[config.mk]
export PLATFORM = sky130hd
export DESIGN_NAME = sram_controller
export DESIGN_NICKNAME = d
export VERILOG_FILES = /design/src/rtl/sram_controller_pkg.sv /design/src/rtl/sram_wait_counter.sv /design/src/rtl/sram_controller.sv
export SDC_FILE = /design/constraint.sdc
export NUM_CORES = 1
export LEC_CHECK = 0
export BUFFER_PORTS_ARGS = -buffer_cell sky130_fd_sc_hd__buf_2
export CAP_MARGIN = 0
export CORE_MARGIN = 4
export CORE_UTILIZATION = 51
export CTS_CLUSTER_SIZE = 25
export DETAILED_ROUTE_END_ITERATION = 12
export HOLD_SLACK_MARGIN = 0.05
export PLACE_DENSITY = 0.8
export SYNTH_ARGS = -nofsm -noshare
export SYNTH_HDL_FRONTEND = slang
export SYNTH_SLANG_ARGS = --single-unit
[constraint.sdc]
create_clock -name clk -period 2.1 [get_ports clk]
set_clock_uncertainty 0.05 [all_clocks]
set_input_delay 0.315 -clock clk [delete_from_list [all_inputs] [get_ports clk]]
set_output_delay 0.315 -clock clk [all_outputs]
set_load 0.05 [all_outputs]
[src/rtl/sram_controller_pkg.sv]
`default_nettype none
// ============================================================================
//  Module      : sram_controller_pkg
//  Description : Shared definitions for the MEM-stage SRAM controller:
//                FSM state encoding, external SRAM widths, wait-counter
//                width and the default base byte address.
//  Revision    : 1.0 - initial release
// ============================================================================
package sram_controller_pkg;

    // External SRAM geometry: 256K x 16
    localparam int SRAM_AW    = 18;
    localparam int SRAM_DW    = 16;

    // Width of the post-access settle counter (WAIT_CYCLES 0..15)
    localparam int WAIT_CNT_W = 4;

    // Byte address that maps to SRAM word 0
    localparam logic [31:0] DEFAULT_BASE_ADDR = 32'd1024;

    typedef enum logic [2:0] {
        ST_IDLE = 3'd0,
        ST_LOW  = 3'd1,
        ST_HIGH = 3'd2,
        ST_WAIT = 3'd3,
        ST_DONE = 3'd4
    } state_e;

endpackage : sram_controller_pkg
`default_nettype wire

[src/rtl/sram_wait_counter.sv]
`default_nettype none
// ============================================================================
//  Module      : sram_wait_counter
//  Description : 4-bit down-counter used to time the idle settle period
//                after the second half-access. load_i has priority over
//                en_i; done_o is high while the count is zero.
//  Ports       : clk, rst      - clock, synchronous active-high reset
//                load_i        - load load_val_i into the counter
//                load_val_i    - value to load
//                en_i          - decrement by one (saturates at zero)
//                count_o       - current count
//                done_o        - count is zero
//  Revision    : 1.0 - initial release
// ============================================================================
module sram_wait_counter
    import sram_controller_pkg::*;
(
    input  logic                  clk,
    input  logic                  rst,
    input  logic                  load_i,
    input  logic [WAIT_CNT_W-1:0] load_val_i,
    input  logic                  en_i,
    output logic [WAIT_CNT_W-1:0] count_o,
    output logic                  done_o
);

    logic [WAIT_CNT_W-1:0] count_q;
    logic [WAIT_CNT_W-1:0] count_d;

    always_comb begin
        count_d = count_q;
        if (load_i) begin
            count_d = load_val_i;
        end else if (en_i && (count_q != '0)) begin
            count_d = count_q - 1'b1;
        end
    end

    always_ff @(posedge clk) begin
        if (rst) begin
            count_q <= '0;
        end else begin
            count_q <= count_d;
        end
    end

    assign count_o = count_q;
    assign done_o  = (count_q == '0);

endmodule : sram_wait_counter
`default_nettype wire

[src/rtl/sram_controller.sv]
`default_nettype none
// ============================================================================
//  Module      : sram_controller
//  Description : MEM-stage controller that performs a 32-bit load or store
//                as two 16-bit accesses to an external SRAM (low half at
//                {w,0}, high half at {w,1}, w = (address-BASE_ADDR)[18:2]).
//                ready drops for the whole transfer so the pipeline freezes.
//  Ports       : clk, rst            - clock, synchronous active-high reset
//                rd_en, wr_en        - load / store request (wr_en wins)
//                address, write_data - byte address and store data
//                read_data, ready    - loaded word, not-busy indication
//                sram_addr           - SRAM halfword address (registered)
//                sram_dq_out/_oe/_in - pad data out, output enable, data in
//                sram_we_n, sram_oe_n- SRAM strobes, active low
//  Options     : SRAM_CTRL_ADDR_CHECK_EN - out-of-window requests go
//                straight to DONE with no SRAM access; loads return 0.
//  Revision    : 1.0 - initial release
// ============================================================================
module sram_controller
    import sram_controller_pkg::*;
#(
    parameter logic [31:0] BASE_ADDR   = DEFAULT_BASE_ADDR,
    parameter int unsigned WAIT_CYCLES = 2
) (
    input  logic               clk,
    input  logic               rst,
    input  logic               rd_en,
    input  logic               wr_en,
    input  logic [31:0]        address,
    input  logic [31:0]        write_data,
    output logic [31:0]        read_data,
    output logic               ready,
    output logic [SRAM_AW-1:0] sram_addr,
    output logic [SRAM_DW-1:0] sram_dq_out,
    output logic               sram_dq_oe,
    input  logic [SRAM_DW-1:0] sram_dq_in,
    output logic               sram_we_n,
    output logic               sram_oe_n
);

    localparam bit HAS_WAIT = (WAIT_CYCLES != 0);
    // Counter is loaded with N-1 on leaving HIGH so WAIT lasts exactly N cycles
    localparam logic [WAIT_CNT_W-1:0] WAIT_LOAD =
        HAS_WAIT ? WAIT_CNT_W'(WAIT_CYCLES - 1) : '0;

    state_e              state_q,     state_d;
    logic                is_store_q,  is_store_d;
    logic [SRAM_AW-2:0]  word_q,      word_d;
    logic [31:0]         wdata_q,     wdata_d;
    logic [SRAM_AW-1:0]  sram_addr_q, sram_addr_d;
    logic [31:0]         read_data_q, read_data_d;

    logic                w_req;
    logic [31:0]         w_offset;
    logic [SRAM_AW-2:0]  w_word;
    logic                w_oob;
    logic                w_unused_bits;
    logic                w_cnt_load;
    logic                w_cnt_en;
    logic                w_cnt_done;
    logic [WAIT_CNT_W-1:0] w_cnt_value;
    logic                w_access;

    assign w_req    = rd_en | wr_en;
    assign w_offset = address - BASE_ADDR;
    assign w_word   = w_offset[18:2];
    // Byte-lane bits and bits above the 512 KiB window do not select a word
    assign w_unused_bits = ^{w_offset[31:19], w_offset[1:0], w_cnt_value};

`ifdef SRAM_CTRL_ADDR_CHECK_EN
    // 33-bit compare so the window end cannot overflow for a high BASE_ADDR
    assign w_oob = (address < BASE_ADDR) ||
                   ({1'b0, address} >= ({1'b0, BASE_ADDR} + 33'h0_0008_0000));
`else
    assign w_oob = 1'b0;
`endif

    sram_wait_counter u_wait_counter (
        .clk        (clk),
        .rst        (rst),
        .load_i     (w_cnt_load),
        .load_val_i (WAIT_LOAD),
        .en_i       (w_cnt_en),
        .count_o    (w_cnt_value),
        .done_o     (w_cnt_done)
    );

    // ------------------------------------------------------------------
    // Next-state and datapath next values
    // ------------------------------------------------------------------
    always_comb begin
        state_d     = state_q;
        is_store_d  = is_store_q;
        word_d      = word_q;
        wdata_d     = wdata_q;
        sram_addr_d = sram_addr_q;
        read_data_d = read_data_q;
        w_cnt_load  = 1'b0;
        w_cnt_en    = 1'b0;

        case (state_q)
            ST_IDLE: begin
                if (w_req) begin
                    // Request is latched here; later input changes are ignored
                    is_store_d = wr_en;
                    word_d     = w_word;
                    wdata_d    = write_data;
                    if (w_oob) begin
                        state_d = ST_DONE;
                        if (!wr_en) begin
                            read_data_d = '0;
                        end
                    end else begin
                        state_d     = ST_LOW;
                        sram_addr_d = {w_word, 1'b0};
                    end
                end
            end
            ST_LOW: begin
                state_d     = ST_HIGH;
                sram_addr_d = {word_q, 1'b1};
                if (!is_store_q) begin
                    read_data_d[15:0] = sram_dq_in;
                end
            end
            ST_HIGH: begin
                if (!is_store_q) begin
                    read_data_d[31:16] = sram_dq_in;
                end
                if (HAS_WAIT) begin
                    state_d    = ST_WAIT;
                    w_cnt_load = 1'b1;
                end else begin
                    state_d = ST_DONE;
                end
            end
            ST_WAIT: begin
                if (w_cnt_done) begin
                    state_d = ST_DONE;
                end else begin
                    w_cnt_en = 1'b1;
                end
            end
            ST_DONE: begin
                state_d = ST_IDLE;
            end
            default: begin
                state_d = ST_IDLE;
            end
        endcase
    end

    always_ff @(posedge clk) begin
        if (rst) begin
            state_q     <= ST_IDLE;
            is_store_q  <= 1'b0;
            word_q      <= '0;
            wdata_q     <= '0;
            sram_addr_q <= '0;
            read_data_q <= '0;
        end else begin
            state_q     <= state_d;
            is_store_q  <= is_store_d;
            word_q      <= word_d;
            wdata_q     <= wdata_d;
            sram_addr_q <= sram_addr_d;
            read_data_q <= read_data_d;
        end
    end

    // ------------------------------------------------------------------
    // SRAM strobes and handshake, decoded from the current state
    // ------------------------------------------------------------------
    assign w_access = (state_q == ST_LOW) || (state_q == ST_HIGH);

    always_comb begin
        sram_we_n   = 1'b1;
        sram_oe_n   = 1'b1;
        sram_dq_oe  = 1'b0;
        sram_dq_out = '0;
        if (w_access) begin
            if (is_store_q) begin
                sram_we_n   = 1'b0;
                sram_dq_oe  = 1'b1;
                sram_dq_out = (state_q == ST_LOW) ? wdata_q[15:0] : wdata_q[31:16];
            end else begin
                sram_oe_n = 1'b0;
            end
        end
    end

    // Combinational so a new request freezes the pipeline in its first cycle
    assign ready = ((state_q == ST_IDLE) && !w_req) || (state_q == ST_DONE);

    assign sram_addr = sram_addr_q;
    assign read_data = read_data_q;

endmodule : sram_controller
`default_nettype wire

==> flow_metrics.py, run 1 <==
metrics = {
    "critical_path": {
        "required_ns": 1.74,
        "crit_type": "reg -> out",
        "r2r_end": "read_data[8]",
        "crit_arrival_ns": 1.76,
        "endpoint_kind": "output port",
        "worstReg2RegStart": "state_q[2]",
        "ff2ff_setup_slack_ns": 0.11,
        "cp_max_fo": 4,
        "reg2regPathDepth": 6,
        "crit_start": "state_q[2]",
        "worstSetupStartpointType": "flip-flop",
        "worstSetupEndpoint": "sram_dq_out[3]",
    },
    "detailed_routing": {
        "met2_length_um": 7280,
        "drt_first_pass_iters": 5,
        "finalWirelength_um": 14600,
        "dr.max_layer_used": "met4",
        "num_vias": 5046,
        "dr.first_iter.drc_count": 322,
        "met1Wirelength_um": 5750,
        "drcViolationCount": 0,
        "drtAntennaViolNets": 0,
        "routedWlPerCell_um": 17.5,
        "wl_met3_um": 1210,
        "via_per_inst": 6.01,
    },
    "flow_run": {
        "drv_cap": 0,
    },
    "sta": {
        "max_freq_mhz": 470,
        "setup_ws_ns": -0.0278,
        "setup_tns_ns": -0.152,
        "hold_viol": 0,
        "worst_pin_slew_ns": 0.895,
        "post-route-period-util": 1.01,
        "period_minus_slack_ns": 2.13,
        "setup_viol": 11,
        "rsz0062_at_grt": "yes",
        "drv_slew": 0,
        "relSlewSlack": 0.402,
    },
    "cells_and_area": {
        "drive_gt1_frac": 0.327,
        "utilization": 0.711,
        "syn2layout_area_growth_pct": 34.0,
        "instances_no_fill": 839,
        "antennaDiodeCount": 0,
        "final_common_cell": "buf_2",
        "layout_common_cells": "119 x buf_2, 104 x dfxtp_1, 99 x nand2_1, 86 x a21oi_1, 63 x o21ai_0",
        "nets": 812,
    },
    "clock_tree": {
        "clkSinkCount": 107,
        "clkSlewWorstSetupHoldPaths_ns": 0.12,
        "root_buffer": "clkbuf_8",
        "clock_latency_ns": 0.38,
        "cts_buffers": 9,
        "cts_tree": "built",
        "clk_path_buf_depth": 2,
        "htree_levels": 3,
    },
    "synth": {
        "postSynthRegisterBits": 107,
        "yosys_warnings": 0,
        "synthArstFlopShare": 0,
        "synth.net_count": 682,
        "syn-cell-area_um2": 4670,
        "avgSynthCellArea_um2": 7.84,
        "synth_top_area_share": 0.458,
        "synth_edf_count": 0,
        "synth_cell_types": 49,
        "synthFlopType": "dfxtp_1",
        "synth.area.top_cells": "dfxtp_1 46%, a21oi_1 11%, nand2_1 9.2%, o21ai_0 6.7%, nand3_1 4.7%",
        "yosysTopAreaCell": "dfxtp_1",
        "synthCells": 596,
        "synth-seq-area-share": 0.458,
    },
    "run_status": {
        "violations": "negative setup slack",
        "status": "finished, violations left",
    },
    "global_routing": {
        "grt_antenna_before_repair": 0,
        "grtUsageTotal": 0.258,
        "grt_pass1_wl_um": 23300,
        "grt_max_degree": 54,
        "grt_pass1_vias": 4876,
        "gr-total-overflow": 0,
    },
    "placed_design": {
        "place_congestion": 0.872,
        "hpwl_um": 9320,
        "portBuffers": 138,
        "dp_cells": 805,
    },
    "die": {
        "die_h_um": 104,
        "coreArea_um2": 8810,
        "rows": 34,
        "initial_core_util": 0.531,
        "die_w_um": 104,
        "io_pins": 154,
        "die_area_um2": 10800,
    },
    "worst_hold_path": {
        "hp-class": "in -> reg",
    },
    "power": {
        "p_leak_nw": 2.55,
        "peakVddDrop_mv": 0.470,
        "fin_total_pwr_mw": 5.15,
        "pwr_density_cell_nw_per_um2": 822,
    },
}
layout make-up:
cell class,count,area (um2)
Sequential cell,107,2150
Clock inverter,6,62.6
Timing Repair Buffer,177,1260
Clock buffer,10,138
Fill cell,676,2540
Multi-Input combinational cell,423,2490
Tap cell,108,135
Inverter,8,30.0
power by group:
group / switching [mW] / leakage [nW] / total, mW / internal, mW
clock network: 0.787 / 0.103 / 1.29 / 0.498
registers: 0.114 / 0.879 / 2.33 / 2.22
logic: 1.01 / 1.56 / 1.53 / 0.518
total: 1.91 / 2.55 / 5.15 / 3.24
per-stage QoR:
stage	instance area, um2	worst slack (ns)	hold WS [ns]
4_1_cts	6100	-0.00609	0.116
5_1_grt	6260	-0.0731	0.124
3_5_place_dp	5560	0.0945	0.395
2_1_floorplan	4770	-0.150	0.393
6_report	6260	-0.0278	0.117
3_3_place_gp	5560	0.158	0.389
synthesized netlist by cell type, types with 4 or more instances:
cell / instances
a21oi_1: 102
a221oi_1: 6
a311oi_1: 4
a31oi_1: 12
buf_2: 19
clkbuf_1: 33
dfxtp_1: 107
inv_1: 8
nand2_1: 114
nand3_1: 44
nor2_1: 6
nor3_1: 6
nor4_1: 5
nor4b_1: 6
o21ai_0: 63
o221ai_1: 4
or3_1: 4
or4_1: 6
state kept, by name, summed over array words and instances, names as in the netlist:
register	cells
read_data	32
wdata_q	32
sram_addr	18
word_q	17
u_wait_counter.count_o	4
state_q	3
is_store_q	1
repair_timing:
action,CTS,global route
buffers inserted,11,3
endpoints found under the setup margin,18,17
pin swaps,2,20
hold buffers,0,0
gates cloned,3,1
gates resized for setup,50,29
routing by layer:
metal / vias up / global-route usage
met2: 257 / 0.447
met4: 0 / 0.112
met3: 35 / 0.0585
li1: 2367 / -
met1: 2387 / 0.306
met5: - / 0
worst max-delay path, cell delays in order (launching register included):
cell and delay [ns]:
dfxtp_2 0.35, buf_12 0.13, nor3b_4 0.22, buf_12 0.16
clkbuf_16 0.16, nand2_4 0.06, a21oi_4 0.15, buf_6 0.17
cell families after synthesis:
logic type / count (synthesis) / share of synthesized area
xor+xnor: 3 / 0.00562
buf+inv: 66 / 0.0608
flops: 107 / 0.458
fa+ha+maj: 2 / 0.00535
compound gates: 203 / 0.240
simple gates: 215 / 0.230
worst min-delay path by stage:
stage,to,start,cells after the start
2_1_floorplan,sram_addr[10],word_q[9],2
3_3_place_gp,read_data[2],read_data[2],2
3_5_place_dp,read_data[27],read_data[27],2
4_1_cts,wdata_q[24],write_data[24],3
5_1_grt,wdata_q[24],write_data[24],3
6_report,read_data[26],sram_dq_in[10],3
No activity file was read; power rests on OpenSTA's default activity.
==> inputs of run 2 (changes only) <==
--- a/config.mk
+++ b/config.mk
@@ -8,11 +8,13 @@
 export BUFFER_PORTS_ARGS = -buffer_cell sky130_fd_sc_hd__buf_2
 export CAP_MARGIN = 0
 export CORE_MARGIN = 4
-export CORE_UTILIZATION = 51
+export CORE_UTILIZATION = 40
 export CTS_CLUSTER_SIZE = 25
 export DETAILED_ROUTE_END_ITERATION = 12
+export GPL_ROUTABILITY_DRIVEN = 0
 export HOLD_SLACK_MARGIN = 0.05
-export PLACE_DENSITY = 0.8
+export PLACE_DENSITY = 0.66
 export SYNTH_ARGS = -nofsm -noshare
 export SYNTH_HDL_FRONTEND = slang
+export SYNTH_HIERARCHICAL = 1
 export SYNTH_SLANG_ARGS = --single-unit
==> run 2 against run 1 <==
  * The run still ends with negative setup slack left
  * Flip-flop and latch count stayed put
  * Total power increased by 14%
  * Global-route usage fell by 5.2 points
  * Synthesized cell count shrank 2.5%
  * Highest routed layer unchanged
  * Largest power group unchanged
==> flow_metrics.py, run 2 <==
metrics = {
    "power": {
        "fin_total_pwr_mw": 5.88,
        "pwr-share-seq": 0.407,
        "p_sw_frac": 0.354,
        "p_leak_nw": 2.50,
        "pwr-share-clk": 0.294,
        "peakVddDrop_mv": 0.413,
        "power_frac_comb": 0.299,
        "switching_power_mw": 2.08,
        "internal_power_mw": 3.80,
        "pwr_density_cell_nw_per_um2": 921,
    },
    "run_status": {
        "status": "finished, violations left",
        "violations": "negative setup slack",
    },
    "die": {
        "die_w_um": 116,
        "die_h_um": 116,
        "die_area_um2": 13500,
        "rows": 39,
        "initial_core_util": 0.410,
        "coreArea_um2": 11400,
        "io_pins": 154,
    },
    "critical_path": {
        "crit_type": "reg -> out",
        "reg2regPathDepth": 9,
        "worstReg2RegStart": "u_wait_counter/count_o[0]",
        "crit_arrival_ns": 1.75,
        "required_ns": 1.74,
        "ff2ff_setup_slack_ns": 0.11,
        "worstSetupStartpointType": "flip-flop",
        "r2r_end": "u_wait_counter/count_o[1]",
        "endpoint_kind": "output port",
        "cp_max_fo": 9,
    },
    "cells_and_area": {
        "drive_gt1_frac": 0.337,
        "design_area_um2": 6380,
        "nets": 797,
        "final_common_cell": "buf_2",
        "layout_common_cells": "119 x buf_2, 102 x dfxtp_1, 83 x a21oi_1, 80 x nand2_1, 62 x o21ai_0",
        "syn2layout_area_growth_pct": 36.2,
        "utilization": 0.559,
        "antennaDiodeCount": 0,
        "fill_cells": 1073,
    },
    "sta": {
        "setup_viol": 6,
        "hold_viol": 0,
        "rsz0062_at_grt": "yes",
        "drv_slew": 0,
        "setup_tns_ns": -0.0668,
        "setup_ws_ns": -0.0169,
        "relSlewSlack": 0.576,
        "max_freq_mhz": 472,
        "worst_pin_slew_ns": 0.635,
        "period_minus_slack_ns": 2.12,
        "post-route-period-util": 1.01,
    },
    "synth": {
        "yosysTopAreaCell": "dfxtp_1",
        "synth.top_cells.by_count": "107 x dfxtp_1, 83 x a21oi_1, 80 x nand2_1",
        "synth_edf_count": 0,
        "synthFlopType": "dfxtp_1",
        "syn-cell-area_um2": 4680,
        "synth.area.top_cells": "dfxtp_1 46%, a21oi_1 8.9%, o21ai_0 6.6%, nand2_1 6.4%, nand3_1 4.8%",
        "avgSynthCellArea_um2": 8.06,
        "synth_top_area_share": 0.458,
        "synthCells": 581,
        "yosys_warnings": 6,
        "synth_cell_types": 53,
        "synth_most_common_cell": "dfxtp_1",
        "postSynthRegisterBits": 107,
        "synth-seq-area-share": 0.458,
        "synthArstFlopShare": 0,
    },
    "clock_tree": {
        "clk_path_buf_depth": 2,
        "cts_buffers": 9,
        "clock_latency_ns": 0.34,
        "clkSinkCount": 107,
        "root_buffer": "clkbuf_16",
        "cts_tree": "built",
        "clkSlewWorstSetupHoldPaths_ns": 0.08,
        "htree_levels": 3,
    },
    "worst_hold_path": {
        "holdPathStages": 3,
        "min_from": "sram_dq_in[12]",
        "hp-class": "in -> reg",
        "holdPathEnd": "read_data[28]",
    },
    "detailed_routing": {
        "num_vias": 4755,
        "finalWirelength_um": 14100,
        "routedWlPerCell_um": 16.4,
        "via_per_inst": 5.54,
        "drcViolationCount": 0,
        "drt_first_pass_iters": 6,
        "dr.first_iter.drc_count": 306,
        "drtAntennaViolNets": 0,
    },
    "flow_run": {
        "drv_cap": 0,
    },
    "global_routing": {
        "grt_max_degree": 92,
        "grt_pass1_wl_um": 22300,
        "grt_antenna_before_repair": 0,
        "gr-total-overflow": 0,
        "grt_pass1_vias": 4619,
        "grtUsageTotal": 0.205,
    },
    "placed_design": {
        "portBuffers": 138,
        "hpwl_um": 9190,
        "place_area_um2": 5670,
    },
}
run 2: cell count changes in the layout (fill, tap and decap cells not counted), moves of 6 or more:
cell       before  now
nor2_4          1   10
clkbuf_8       10    0
mux2i_4         0    8
clkbuf_16       1   10
nand2_2         7    0
nor2_2          0    9
a21oi_4        10    0
a21oi_2         6    0
nand2_4         8    0
nand2_1        99   80
mux2i_1         0    7
run 2: kinds of logic (layout without fill, tap and decap cells):
family	count (synthesis)	in the layout	share of synthesized area
and+or+nand+nor	197	197	0.207
AOI/OAI and AO/OA	188	188	0.231
DFF	107	107	0.458
buffers and inverters	66	199	0.0564
muxes	17	17	0.0364
adders and majority gates	2	2	0.00535
other	2	4	0.00160
xor gates and xnor gates	2	2	0.00374
run 2: how the worst max path moves through the flow:
stage	depth (start not counted)	slack, ns	from	end
after floorplan	4	-0.15	state_q[1]	sram_dq_out[0]
after global placement	9	0.03	u_wait_counter/count_o[1]	u_wait_counter/count_o[3]
after detailed placement	9	-0.05	u_wait_counter/count_o[1]	u_wait_counter/count_o[3]
after CTS	6	-0.03	state_q[2]	sram_dq_out[14]
after global routing	6	-0.1	state_q[2]	sram_dq_out[8]
final	6	-0.02	state_q[2]	sram_dq_out[14]
run 2: power by group through the flow:
stage               sequential [mW]  combinational (mW)  clock [mW]
floorplan                      2.71               0.814           0
global placement               2.40                1.57           0
detailed placement             2.41                1.60           0
CTS                            2.38                1.73        1.76
global route                   2.42                1.89        1.86
finish                         2.39                1.76        1.73
run 2: cell type report:
class,instances,area [um2],area share
inverters,9,33.8,0.00530
multi-input cells,410,2560,0.401
clock buffers,10,229,0.0359
well taps,143,179,0.0281
clock inverters,6,72.6,0.0114
repair buffers,174,1150,0.181
flip-flops and latches,107,2150,0.337
run 2: timing repair:
action                                  4_1_cts  5_1_grt
hold buffers                                  0        0
pin swaps                                     2        4
resized for setup                            56       25
endpoints found under the setup margin       18       20
setup buffers                                 6        1
gates cloned                                  2        1
run 2: worst max-delay path, cell delays in order (launching register included):
cell	delay (ns)
dfxtp_4	0.38
nor3b_4	0.27
buf_4	0.17
o21ai_4	0.08
clkbuf_16	0.21
nor2_4	0.13
buf_6	0.16
run 2: metal layers:
layer | GRT usage | vias to the layer above | share of wire
li1 | - | 2319 | -
met1 | 0.255 | 2263 | 0.41
met2 | 0.356 | 149 | 0.52
met3 | 0.0316 | 24 | 0.054
met4 | 0.0851 | 0 | 0.023
met5 | 0 | - | 0
run 2: through the flow:
stage	hold slack [ns]	std cells	setup WS, ns
global placement	0.389	834	0.0265
floorplan	0.337	583	-0.148
CTS	0.154	858	-0.0313
finish	0.161	859	-0.0169
global route	0.160	859	-0.0964
detailed placement	0.393	834	-0.0485
